[src/rtl/lcd_fifo_unpacker_if.sv]
// FIFO-read and pixel-stream signals of the LCD FIFO unpacker.
// master: the unpacker side; slave: FIFO plus downstream serializer.
interface lcd_fifo_unpacker_if #(
  parameter int DW = 32,
  parameter int PW = 16
);
  logic [DW-1:0] fifo_data;
  logic          fifo_empty;
  logic          fifo_pull;
  logic          pix_valid;
  logic          pix_ready;
  logic [PW-1:0] pix_data;

  modport master (
    input  fifo_data, fifo_empty, pix_ready,
    output fifo_pull, pix_valid, pix_data
  );

  modport slave (
    output fifo_data, fifo_empty, pix_ready,
    input  fifo_pull, pix_valid, pix_data
  );
endinterface

[src/rtl/lcd_fifo_unpacker.sv]
// LCD FIFO unpacker: pops 32-bit words from a first-word-fall-through
// FIFO and streams them out as 1/2/4/8/16-bit pixels, LSB pixel first.
// A frame pulse flushes the current word and clears the per-frame
// underflow counter.
module lcd_fifo_unpacker #(
  parameter int DW  = 32,
  parameter int PW  = 16,
  parameter int UCW = 16
) (
  input  logic                   clk,
  input  logic                   rst_n,
  lcd_fifo_unpacker_if.master    bus,
  input  logic [2:0]             bpp,
  input  logic                   fp_pulse,
  output logic                   underflow,
  output logic [UCW-1:0]         underflow_cnt
);

  typedef enum logic [2:0] {
    BPP1  = 3'd0,
    BPP2  = 3'd1,
    BPP4  = 3'd2,
    BPP8  = 3'd3,
    BPP16 = 3'd4
  } bpp_e;

  // Codes 5..7 behave as 16 bpp.
  function automatic bpp_e norm_bpp(input logic [2:0] code);
    case (code)
      3'd0:    return BPP1;
      3'd1:    return BPP2;
      3'd2:    return BPP4;
      3'd3:    return BPP8;
      default: return BPP16;
    endcase
  endfunction

  function automatic int unsigned px_bits(input bpp_e b);
    case (b)
      BPP1:    return 1;
      BPP2:    return 2;
      BPP4:    return 4;
      BPP8:    return 8;
      default: return 16;
    endcase
  endfunction

  function automatic logic [5:0] px_per_word(input bpp_e b);
    case (b)
      BPP1:    return 6'd32;
      BPP2:    return 6'd16;
      BPP4:    return 6'd8;
      BPP8:    return 6'd4;
      default: return 6'd2;
    endcase
  endfunction

  function automatic logic [PW-1:0] px_mask(input bpp_e b);
    return PW'((32'd1 << px_bits(b)) - 32'd1);
  endfunction

  logic [DW-1:0] word_reg;
  logic          word_vld;
  logic [5:0]    pix_left;
  bpp_e          bpp_lat;
  logic          accept;
  logic          last_px;
  logic          load;

  assign accept  = word_vld & bus.pix_ready;
  assign last_px = (pix_left == 6'd1);
  // Pull is held off during reset so the FIFO never loses a word the
  // unpacker is not able to capture.
  assign load    = rst_n & ~bus.fifo_empty & ~fp_pulse &
                   (~word_vld | (accept & last_px));

  assign bus.fifo_pull = load;
  assign bus.pix_valid = word_vld;
  assign bus.pix_data  = word_reg[PW-1:0] & px_mask(bpp_lat);

  // Word register, pixel countdown and latched pixel format.
  always_ff @(posedge clk or negedge rst_n) begin
    if (!rst_n) begin
      word_reg <= '0;
      word_vld <= 1'b0;
      pix_left <= '0;
      bpp_lat  <= BPP16;
    end else if (fp_pulse) begin
      word_vld <= 1'b0;
      pix_left <= '0;
    end else if (load) begin
      word_reg <= bus.fifo_data;
      pix_left <= px_per_word(norm_bpp(bpp));
      bpp_lat  <= norm_bpp(bpp);
      word_vld <= 1'b1;
    end else if (accept) begin
      word_reg <= word_reg >> px_bits(bpp_lat);
      pix_left <= pix_left - 6'd1;
      if (last_px) begin
        word_vld <= 1'b0;
      end
    end
  end

  // Underflow pulse and saturating per-frame count; frame clear wins.
  always_ff @(posedge clk or negedge rst_n) begin
    if (!rst_n) begin
      underflow     <= 1'b0;
      underflow_cnt <= '0;
    end else begin
      underflow <= bus.pix_ready & ~word_vld;
      if (fp_pulse) begin
        underflow_cnt <= '0;
      end else if (bus.pix_ready & ~word_vld & (underflow_cnt != '1)) begin
        underflow_cnt <= underflow_cnt + 1'b1;
      end
    end
  end

  a_no_pull_empty : assert property (@(posedge clk) disable iff (!rst_n)
    !(bus.fifo_pull && bus.fifo_empty));

  a_hold_until_accept : assert property (@(posedge clk) disable iff (!rst_n)
    (bus.pix_valid && !bus.pix_ready && !fp_pulse) |=>
      (bus.pix_valid && $stable(bus.pix_data)));

  a_pix_left_range : assert property (@(posedge clk) disable iff (!rst_n)
    pix_left <= 6'd32);

endmodule

[src/flat_wrapper.sv]
// flat-port wrapper written by rule: the top's interface ports become plain ports
module lcd_fifo_unpacker_flat 
#(
  parameter int DW  = 32,
  parameter int PW  = 16,
  parameter int UCW = 16
)
  (clk, rst_n, bpp, fp_pulse, underflow, underflow_cnt, bus_fifo_data, bus_fifo_empty, bus_pix_ready, bus_fifo_pull, bus_pix_valid, bus_pix_data);
  lcd_fifo_unpacker_if #(.DW(DW), .PW(PW)) bus_i ();
  input  logic clk;
  input  logic rst_n;
  input  logic [2:0] bpp;
  input  logic fp_pulse;
  output logic underflow;
  output logic [UCW-1:0] underflow_cnt;
  input wire logic [$bits(bus_i.fifo_data)-1:0] bus_fifo_data;
  input wire logic [$bits(bus_i.fifo_empty)-1:0] bus_fifo_empty;
  input wire logic [$bits(bus_i.pix_ready)-1:0] bus_pix_ready;
  output wire logic [$bits(bus_i.fifo_pull)-1:0] bus_fifo_pull;
  output wire logic [$bits(bus_i.pix_valid)-1:0] bus_pix_valid;
  output wire logic [$bits(bus_i.pix_data)-1:0] bus_pix_data;
  assign bus_i.fifo_data = bus_fifo_data;
  assign bus_i.fifo_empty = bus_fifo_empty;
  assign bus_i.pix_ready = bus_pix_ready;
  assign bus_fifo_pull = bus_i.fifo_pull;
  assign bus_pix_valid = bus_i.pix_valid;
  assign bus_pix_data = bus_i.pix_data;
  lcd_fifo_unpacker #(.DW(DW), .PW(PW), .UCW(UCW)) u_core (.clk(clk), .rst_n(rst_n), .bus(bus_i), .bpp(bpp), .fp_pulse(fp_pulse), .underflow(underflow), .underflow_cnt(underflow_cnt));
endmodule
[config.mk]
export PLATFORM = sky130hd
export DESIGN_NAME = lcd_fifo_unpacker_flat
export DESIGN_NICKNAME = d
export VERILOG_FILES = /design/src/rtl/lcd_fifo_unpacker_if.sv /design/src/rtl/lcd_fifo_unpacker.sv /design/src/flat_wrapper.sv
export SDC_FILE = /design/constraint.sdc
export NUM_CORES = 1
export LEC_CHECK = 0
export CORE_MARGIN = 2
export CORE_UTILIZATION = 50
export CTS_CLUSTER_SIZE = 14
export DETAILED_ROUTE_END_ITERATION = 16
export GPL_ROUTABILITY_DRIVEN = 0
export PLACE_DENSITY_LB_ADDON = 0.15
export SLEW_MARGIN = 20
export SYNTH_ARGS = -nofsm -noshare
export SYNTH_HDL_FRONTEND = slang
export SYNTH_SLANG_ARGS = --single-unit
export TNS_END_PERCENT = 20
[constraint.sdc]
create_clock -name clk -period 8.3 [get_ports clk]
set_clock_uncertainty 0.15 [all_clocks]
set_input_delay 1.245 -clock clk [delete_from_list [all_inputs] [get_ports clk]]
set_output_delay 1.245 -clock clk [all_outputs]
set_load 0.02 [all_outputs]
* Word level (Yosys, flattened, before mapping)
Index checks and enable logic that the tools add are counted.
** Cells by class
- Bitwise operators :: 12
- Equality and inequality tests :: 11
- Shift operators :: 2
- Muxes and demuxes :: 19
- Add/sub/neg operators :: 3
- Reductions and logical operators :: 10
** Operators by type and width (count)
- $mux W32 :: 5
- $mux W16 :: 2
- $shr A32 B32 Y32 :: 1
- $pmux W6 S4 :: 1
- $pmux W5 S4 :: 1
- $eq A3 B2 Y1 const B :: 6
- $mux W6 :: 3
- $add A16 B1 Y16 const B :: 1
- $and A16 B16 Y16 :: 1
- $ne A16 B16 Y1 const B :: 1
- $shl A1 B5 Y16 const A :: 1
- $sub A16 B1 Y16 const B :: 1
- $pmux W3 S4 :: 1
- $eq A3 B1 Y1 const B :: 3
- $logic_not A3 Y1 :: 3
- $and A1 B1 Y1 :: 7
- $eq A6 B1 Y1 const B :: 1
- $mux W3 :: 2
- $reduce_and A2 Y1 :: 3
- $reduce_bool A3 Y1 :: 2
- $sub A6 B1 Y6 const B :: 1
- $mux W1 :: 4
- $reduce_bool A2 Y1 :: 2
- $not A1 Y1 :: 3
- $or A1 B1 Y1 :: 1
** Word-level totals
- Output and inout bits :: 35
- Register bits after elaboration :: 59
- Logic and storage cells :: 63
- Input port bits :: 40

* Logic depth before layout (Yosys ltp)
Gate-level depths: netlist of the first run.
- Depth after elaboration :: 10
- Mapped depth :: 13
- Depth with buffers taken out :: 9

* Least setup slack after synthesis of the first run
OpenSTA, ideal clock, no wires.
- Kind :: reg-to-output
- From :: register u_core.bpp_lat[2]
- To :: output port bus_pix_data[12]
- Data arrival time :: 2.878 ns
- Data required time :: 6.905 ns
- Cell stages (with the launch flop) :: 13
- Slack :: 4.027 ns
- Cells stage by stage :: dfstp_2 buf_2 buf_2 buf_1 inv_1 nand2_1 ha_1 buf_2 nor2b_1 inv_1 ha_1 o21ai_0 nor3b_1
** Between the ends
- Longest elaborated chain between the ends :: 5
- Elaborated cells on any way between the ends :: 8
- Classes of those cells :: 1 x add/sub; 3 x eq/ne; 1 x shift; 1 x mux; 1 x bitwise; 1 x reduce/logical
** RTL lines
- start: declaration :: RTL line lcd_fifo_unpacker.sv:65 : bpp_e bpp_lat;
- start signal: assignment :: RTL line lcd_fifo_unpacker.sv:94 : bpp_lat <= norm_bpp(bpp);
- $eq A3 B2 Y1, or another cell as far along :: RTL line lcd_fifo_unpacker.sv:39 : case (b)
- $pmux W5 S4 (*) :: RTL line lcd_fifo_unpacker.sv:39
- $shl A1 B5 Y16 (*) :: RTL line lcd_fifo_unpacker.sv:59 : return PW'((32'd1 << px_bits(b)) - 32'd1);
- $sub A16 B1 Y16 (*) :: RTL line lcd_fifo_unpacker.sv:59
- $and A16 B16 Y16 (*) :: RTL line lcd_fifo_unpacker.sv:79 : assign bus.pix_data = word_reg[PW-1:0] & px_mask(bpp_lat);
- end: declaration :: RTL line flat_wrapper.sv:21 : output wire logic [$bits(bus_i.pix_data)-1:0] bus_pix_data;
Every way passes the cells marked *; elsewhere a longest branch is shown, timed or not.

* Worst setup path after layout of the first run
- From :: input port fp_pulse
- To :: output port bus_fifo_pull
** Between the ends
- Longest elaborated chain between the ends :: 3
** RTL lines
- start: declaration :: RTL line flat_wrapper.sv:13 : input logic fp_pulse;
- $not A1 Y1 (no line)
- $and A1 B1 Y1 (2 in a row) :: RTL line lcd_fifo_unpacker.sv:74 : assign load = rst_n & ~bus.fifo_empty & ~fp_pulse &
- end: declaration :: RTL line flat_wrapper.sv:19 : output wire logic [$bits(bus_i.fifo_pull)-1:0] bus_fifo_pull;
No other way between the ends.

==> results of run 1 <==
==> final cells by class <==
cell class	instances	area [um^2]
timing repair buffer	82	796
sequential	59	1480
clock buffer	9	124
clock inverter	7	76.3
fill	799	3270
tap	108	135
inverter	14	52.6
multi-input combinational	442	2840
==> through the flow <==
step                      instance area (um^2)  utilization (%)
after floorplan                           4550                -
after global placement                    5300             60.5
after detailed placement                  5300             60.5
after CTS                                 5500             62.7
after global routing                      5500             62.7
final                                     5500             62.7
==> routing by layer <==
metal | wire (um) | track usage (%) | vias up
met5 | 0 | 0 | -
met4 | 497 | 10.2 | 0
met3 | 1760 | 6.75 | 63
met2 | 6370 | 45.1 | 349
met1 | 6320 | 43.7 | 2323
li1 | - | - | 2205
==> worst max-delay path, cell delays in order <==
cell and delay [ns]:
clkdlybuf4s50_1 0.83, nor2_1 0.49, nand2_1 0.54, inv_1 0.85, clkdlybuf4s50_1 0.75
==> cell families (layout without fill, tap and decap cells) <==
logic type	Yosys count	after routing	synth area share (%)
compound gates	194	194	30.8
xor+xnor	13	13	2.50
fa+ha+maj	5	5	1.37
buf+inv	55	112	5.44
flops	59	59	32.5
mux	17	17	4.01
simple gates	213	213	23.4
==> layout by cell type (no fill, tap or decap), types with 4 or more instances in the layout <==
master            n
buf_4             8
clkdlybuf4s50_1  73
nand3_1          13
o221ai_1          4
nor2b_1          13
and3_1            6
o21a_1            4
mux2i_1          10
nor4_1            6
nand2b_1          8
ha_1              5
a21oi_1          36
a211oi_1          9
a2111oi_0         5
or3_1             6
xnor2_1          10
a221oi_2          4
nand2_1          48
o21ai_0          26
mux2_2            6
a221oi_1         13
nor3_1           10
o22ai_1          15
clkbuf_8          9
o211ai_1         13
a31oi_1          14
dfrtp_1          58
inv_1            13
nor2_1           69
o21bai_1          4
and2_1            9
==> power by group <==
group | internal [mW] | leakage (nW) | switching [mW]
clock | 0.141 | 0.0962 | 0.136
sequential | 0.343 | 0.730 | 0.108
combinational | 0.247 | 1.23 | 0.340
total | 0.731 | 2.06 | 0.585
==> worst paths after layout <==
path	cells after the start	slack, ns	to	from
worst max-delay path	5	2.17	bus_fifo_pull	fp_pulse
worst min-delay path	2	0.39	u_core.word_reg[0]	u_core.word_reg[0]
worst max register to register	10	3.73	u_core.word_reg[7]	u_core.bpp_lat[0]
worst min register to register	2	0.39	u_core.word_reg[0]	u_core.word_reg[0]
max in group asynchronous	2	6.49	u_core.word_reg[17]	rst_n
min in group asynchronous	2	1.02	u_core.underflow_cnt[12]	rst_n
==> impl_metrics.env, run 1 <==
export IMPL_cap_violations=0
export IMPL_synthTopCellsByCount="nor2_1 (69), dfrtp_1 (58), nand2_1 (48)"
export IMPL_num_antenna_cells=0
export IMPL_grt_start_max_net_pins=60
export IMPL_nNetsFinal=653
export IMPL_clock_latency_ns=0.35
export IMPL_drcViolationCount=0
export IMPL_cts_clk_slew_worst_paths_ns=0.08
export IMPL_dpl_worst_slack_ns=2.22
export IMPL_min_period_ns=6.13
export IMPL_hold_class="reg -> reg"
export IMPL_cts_buffer_depth=2
export IMPL_coreArea_mm2=0.00876
export IMPL_ys_ff_latch=59
export IMPL_grt_setup_unrepaired="no"
export IMPL_period_share_pct=73.9
export IMPL_std_cell_rows=34
export IMPL_dp_cells=705
export IMPL_holdBufCountCts=0
export IMPL_crit_required_ns=6.90
export IMPL_cts_tree="done"
export IMPL_boundaryPins=75
export IMPL_finalSetupViolCount=0
export IMPL_drtAntennaViolNets=0
export IMPL_post_cts_buffers=0
export IMPL_slew_headroom_pct=34.9
export IMPL_maxSlewViolCount=0
export IMPL_syn_inst=556
export IMPL_finalPower_mw=1.32
export IMPL_worst_pin_slew_ns=0.970
export IMPL_dieArea_mm2=0.00989
export IMPL_drive_above_1_share_pct=9.46
export IMPL_synth_most_common_cell="nor2_1"
export IMPL_whs_ns=0.386
export IMPL_syn_nets=601
export IMPL_die_h_um=99.4
export IMPL_grt_first_pass_wirelength_um=23800
export IMPL_wire_per_inst_um=20.7
export IMPL_grt_pass1_vias=4402
export IMPL_hold_violations=0
export IMPL_finalSetupTns_ns=0
export IMPL_ys_seq_area_share_pct=32.5
export IMPL_grt_total_usage_pct=30.3
export IMPL_vias=4940
export IMPL_dp_hpwl_um=10300
export IMPL_wl_um=14900
export IMPL_status="complete, no violations"
export IMPL_area_growth_pct=20.7
export IMPL_yosys_area_top_type="dfrtp_1"
export IMPL_peakVddDrop_v=0.000131
export IMPL_layoutNonFillerInstCount=721
export IMPL_synthArstFlopShare_pct=100
export IMPL_cp_max_fo=29
export IMPL_fmax_mhz=163
export IMPL_powerDensity_mw_per_mm2=239
export IMPL_start_util_pct=52.0
export IMPL_vias_per_cell=6.85
export IMPL_htree_levels=3
export IMPL_synth_cell_type_count=78
export IMPL_clock_sinks=59
export IMPL_portBuffers=74
export IMPL_grt_antenna_before_repair=0
export IMPL_synth_edff_count=0
export IMPL_cts_resized=0
export IMPL_cts_root_buf="clkbuf_8"
export IMPL_syn_area_mm2=0.00455
export IMPL_synthTopCellsByArea="dfrtp_1 (32%), nor2_1 (5.7%), a21oi_1 (4.1%), nand2_1 (4.0%), o21ai_0 (2.9%)"
export IMPL_dieWidth_um=99.4
export IMPL_synth_top_area_share_pct=31.9
export IMPL_avgSynthCellArea_um2=8.19
export IMPL_cts_buffers=9
export IMPL_leakagePower_nw=2.06
export IMPL_worst_setup_path_end_kind="primary output"
export IMPL_grt_ovfl_total=0
export IMPL_path_class="in -> out"
export IMPL_drtIter0Drc=567
export IMPL_drt_pass1_iter_count=6
export IMPL_yosysWarningCount=0
export IMPL_largest_reg_flops=32
export IMPL_timing_final_ws_setup_ns=2.17
export IMPL_arrival_ns=4.73
export IMPL_cp_start_kind="primary input"
export IMPL_synth_ff_type="dfrtp_1"
(Power assumes the default switching activity.)
==> run 2: changes to the inputs <==
- clock period: 8.3 -> 6 ns (I/O delays scaled with it)
==> run 2 against run 1 <==
Against the previous run: utilization is 0.90 points higher; via count decreased by 0.87%; clock-buffer cell count is 1 higher; first-iteration DRC count grew 25%; clock power is 69% higher; power increased by 46%; register-to-register slack lost 1.7 ns; flip-flop and latch count did not move; critical path type is now reg -> out; largest power group unchanged.
==> impl_metrics.env, run 2 (synthesis gave the netlist of run 1 again) <==
export IMPL_status="complete, no violations"
export IMPL_start_util_pct=52.0
export IMPL_grt_total_usage_pct=30.6
export IMPL_cts_tree="done"
export IMPL_r2r_cells=11
export IMPL_min_to="u_core.pix_left[5]"
export IMPL_coreArea_mm2=0.00876
export IMPL_cts_clk_slew_worst_paths_ns=0.07
export IMPL_timing_rr_start="u_core.bpp_lat[2]"
export IMPL_cts_root_buf="clkbuf_8"
export IMPL_grt_setup_unrepaired="no"
export IMPL_clock_latency_ns=0.35
export IMPL_finalSetupViolCount=0
export IMPL_worst_path_max_delay_cell="dfrtp_1"
export IMPL_die_h_um=99.4
export IMPL_drt_pass1_iter_count=8
export IMPL_use_met3_pct=8.43
export IMPL_area_growth_pct=22.5
export IMPL_arrival_ns=3.68
export IMPL_p_comb_share_pct=42.6
export IMPL_htree_levels=3
export IMPL_wl_um=15100
export IMPL_largest_reg_flops=32
export IMPL_internal_power_mw=1.11
export IMPL_nNetsFinal=656
export IMPL_path_buf_inv=2
export IMPL_drive_above_1_share_pct=9.90
export IMPL_fillCellCount=776
export IMPL_finalSetupTns_ns=0
export IMPL_leakagePower_nw=2.10
export IMPL_pwr_share_clk_pct=24.4
export IMPL_grt_pass1_vias=4572
export IMPL_portBuffers=74
export IMPL_final_core_util_pct=63.6
export IMPL_worst_pin_slew_ns=1.03
export IMPL_dp_hpwl_um=10600
export IMPL_grt_ovfl_total=0
export IMPL_timing_final_ws_setup_ns=1.27
export IMPL_register_area_mm2=0.00148
export IMPL_min_period_ns=4.73
export IMPL_grt_antenna_before_repair=0
export IMPL_peakVddDrop_v=0.000167
export IMPL_hold_class="reg -> reg"
export IMPL_netSwitchingFraction_pct=42.4
export IMPL_min_from="u_core.pix_left[5]"
export IMPL_worst_setup_path_end_kind="primary output"
export IMPL_slew_headroom_pct=30.9
export IMPL_cts_buffer_depth=2
export IMPL_vias=4897
export IMPL_path_cells="nor2b_1 -> nand2_1 -> ha_1 -> nor2b_1 -> inv_1 -> ha_1 -> o21ai_0 -> xnor2_1 -> and2_1 -> clkdlybuf4s50_1"
export IMPL_boundaryPins=75
export IMPL_cap_violations=0
export IMPL_drcViolationCount=0
export IMPL_p_switching_mw=0.814
export IMPL_final_cell_mix="clkdlybuf4s50_1 (73), nor2_1 (69), dfrtp_1 (58)"
export IMPL_slowest_delay_ns=0.66
export IMPL_dieWidth_um=99.4
export IMPL_period_share_pct=78.8
export IMPL_min_path_cells=1
export IMPL_drtIter0Drc=706
export IMPL_final_common_cell="clkdlybuf4s50_1"
export IMPL_path_class="reg -> out"
export IMPL_grt_first_pass_wirelength_um=24000
export IMPL_use_met1_pct=43.6
export IMPL_drtAntennaViolNets=0
export IMPL_clock_sinks=59
export IMPL_holdBufCountCts=0
export IMPL_reg2reg_setup_slack_ns=2.00
export IMPL_powerDensity_mw_per_mm2=344
export IMPL_cts_buffers=9
export IMPL_dpl_worst_slack_ns=1.71
export IMPL_maxSlewViolCount=0
export IMPL_top_usage_layer="met1"
export IMPL_hold_violations=0
export IMPL_groute_layer_met2_usage_pct=43.2
export IMPL_std_cell_rows=34
export IMPL_dieArea_mm2=0.00989
export IMPL_sequentialPowerShare_pct=33.0
export IMPL_cp_max_fo=15
export IMPL_cp_top_family="simple AND/OR/NAND/NOR gates"
export IMPL_crit_required_ns=4.95
export IMPL_multiInputGateArea_mm2=0.00284
export IMPL_grt_start_max_net_pins=61
export IMPL_fmax_mhz=211
export IMPL_post_cts_buffers=0
export IMPL_cts_resized=0
export IMPL_vias_per_cell=6.76
export IMPL_cp_start_kind="flip-flop"
export IMPL_finalPower_mw=1.92
export IMPL_num_antenna_cells=0
export IMPL_timing_rr_end="u_core.word_reg[7]"
export IMPL_wire_per_inst_um=20.9
[run 2: cell count changes in the layout (fill, tap and decap cells not counted), sizes merged]
| cell | previous run | this run |
|---|---|---|
| inv | 16 | 15 |
| buf | 9 | 12 |
| clkinvlp | 2 | 1 |
| clkinv | 2 | 1 |
| bufinv | 1 | 3 |
| clkbuf | 9 | 10 |
[run 2: area by class of cell]
| cell class | instances | share of cell area, % |
|---|---|---|
| Multi-Input combinational cell | 442 | 51.0 |
| Inverter | 14 | 0.942 |
| Clock buffer | 10 | 2.47 |
| Tap cell | 108 | 2.42 |
| Clock inverter | 6 | 2.00 |
| Sequential cell | 59 | 26.5 |
| Timing Repair Buffer | 85 | 14.7 |
[run 2: power by group through the flow]
stage	Clock [mW]	Combinational [mW]	Sequential [mW]
floorplan	0	0.551	0.558
global placement	0	0.778	0.626
detailed placement	0	0.785	0.630
CTS	0.473	0.791	0.622
global route	0.494	0.868	0.641
finish	0.468	0.818	0.634
[run 2: per-stage QoR]
step                instance area [um^2]  instances  hold WS [ns]
floorplan                           4550        556         0.322
global placement                    5330        708         0.361
detailed placement                  5330        708         0.365
CTS                                 5580        724         0.382
global route                        5580        724         0.425
finish                              5580        724         0.379
[run 2: worst max-delay path by stage]
stage	from	end	slack, ns	cells past startpoint
detailed placement	fp_pulse	bus_fifo_pull	1.71	6
global placement	fp_pulse	bus_fifo_pull	1.77	6
floorplan	u_core.bpp_lat[2]	bus_pix_data[12]	2.07	12
CTS	u_core.bpp_lat[1]	bus_pix_data[4]	1.36	10
finish	u_core.bpp_lat[1]	bus_pix_data[4]	1.27	10
global route	u_core.bpp_lat[1]	bus_pix_data[4]	1.10	10
[run 2: metal layers]
layer / up-vias / wire (um)
li1: 2207 / -
met1: 2296 / 6210
met2: 337 / 6360
met3: 57 / 2040
met4: 0 / 532
met5: - / 0
[run 2: worst register-to-register path, delay by kind of cell, from the launching register on]
kind                       cells  cell delay [ns]
DFF                            1             0.98
adders and majority gates      1             0.20
and+or+nand+nor                4             0.51
AOI/OAI and AO/OA              3             1.33
buffers and inverters          3             0.71
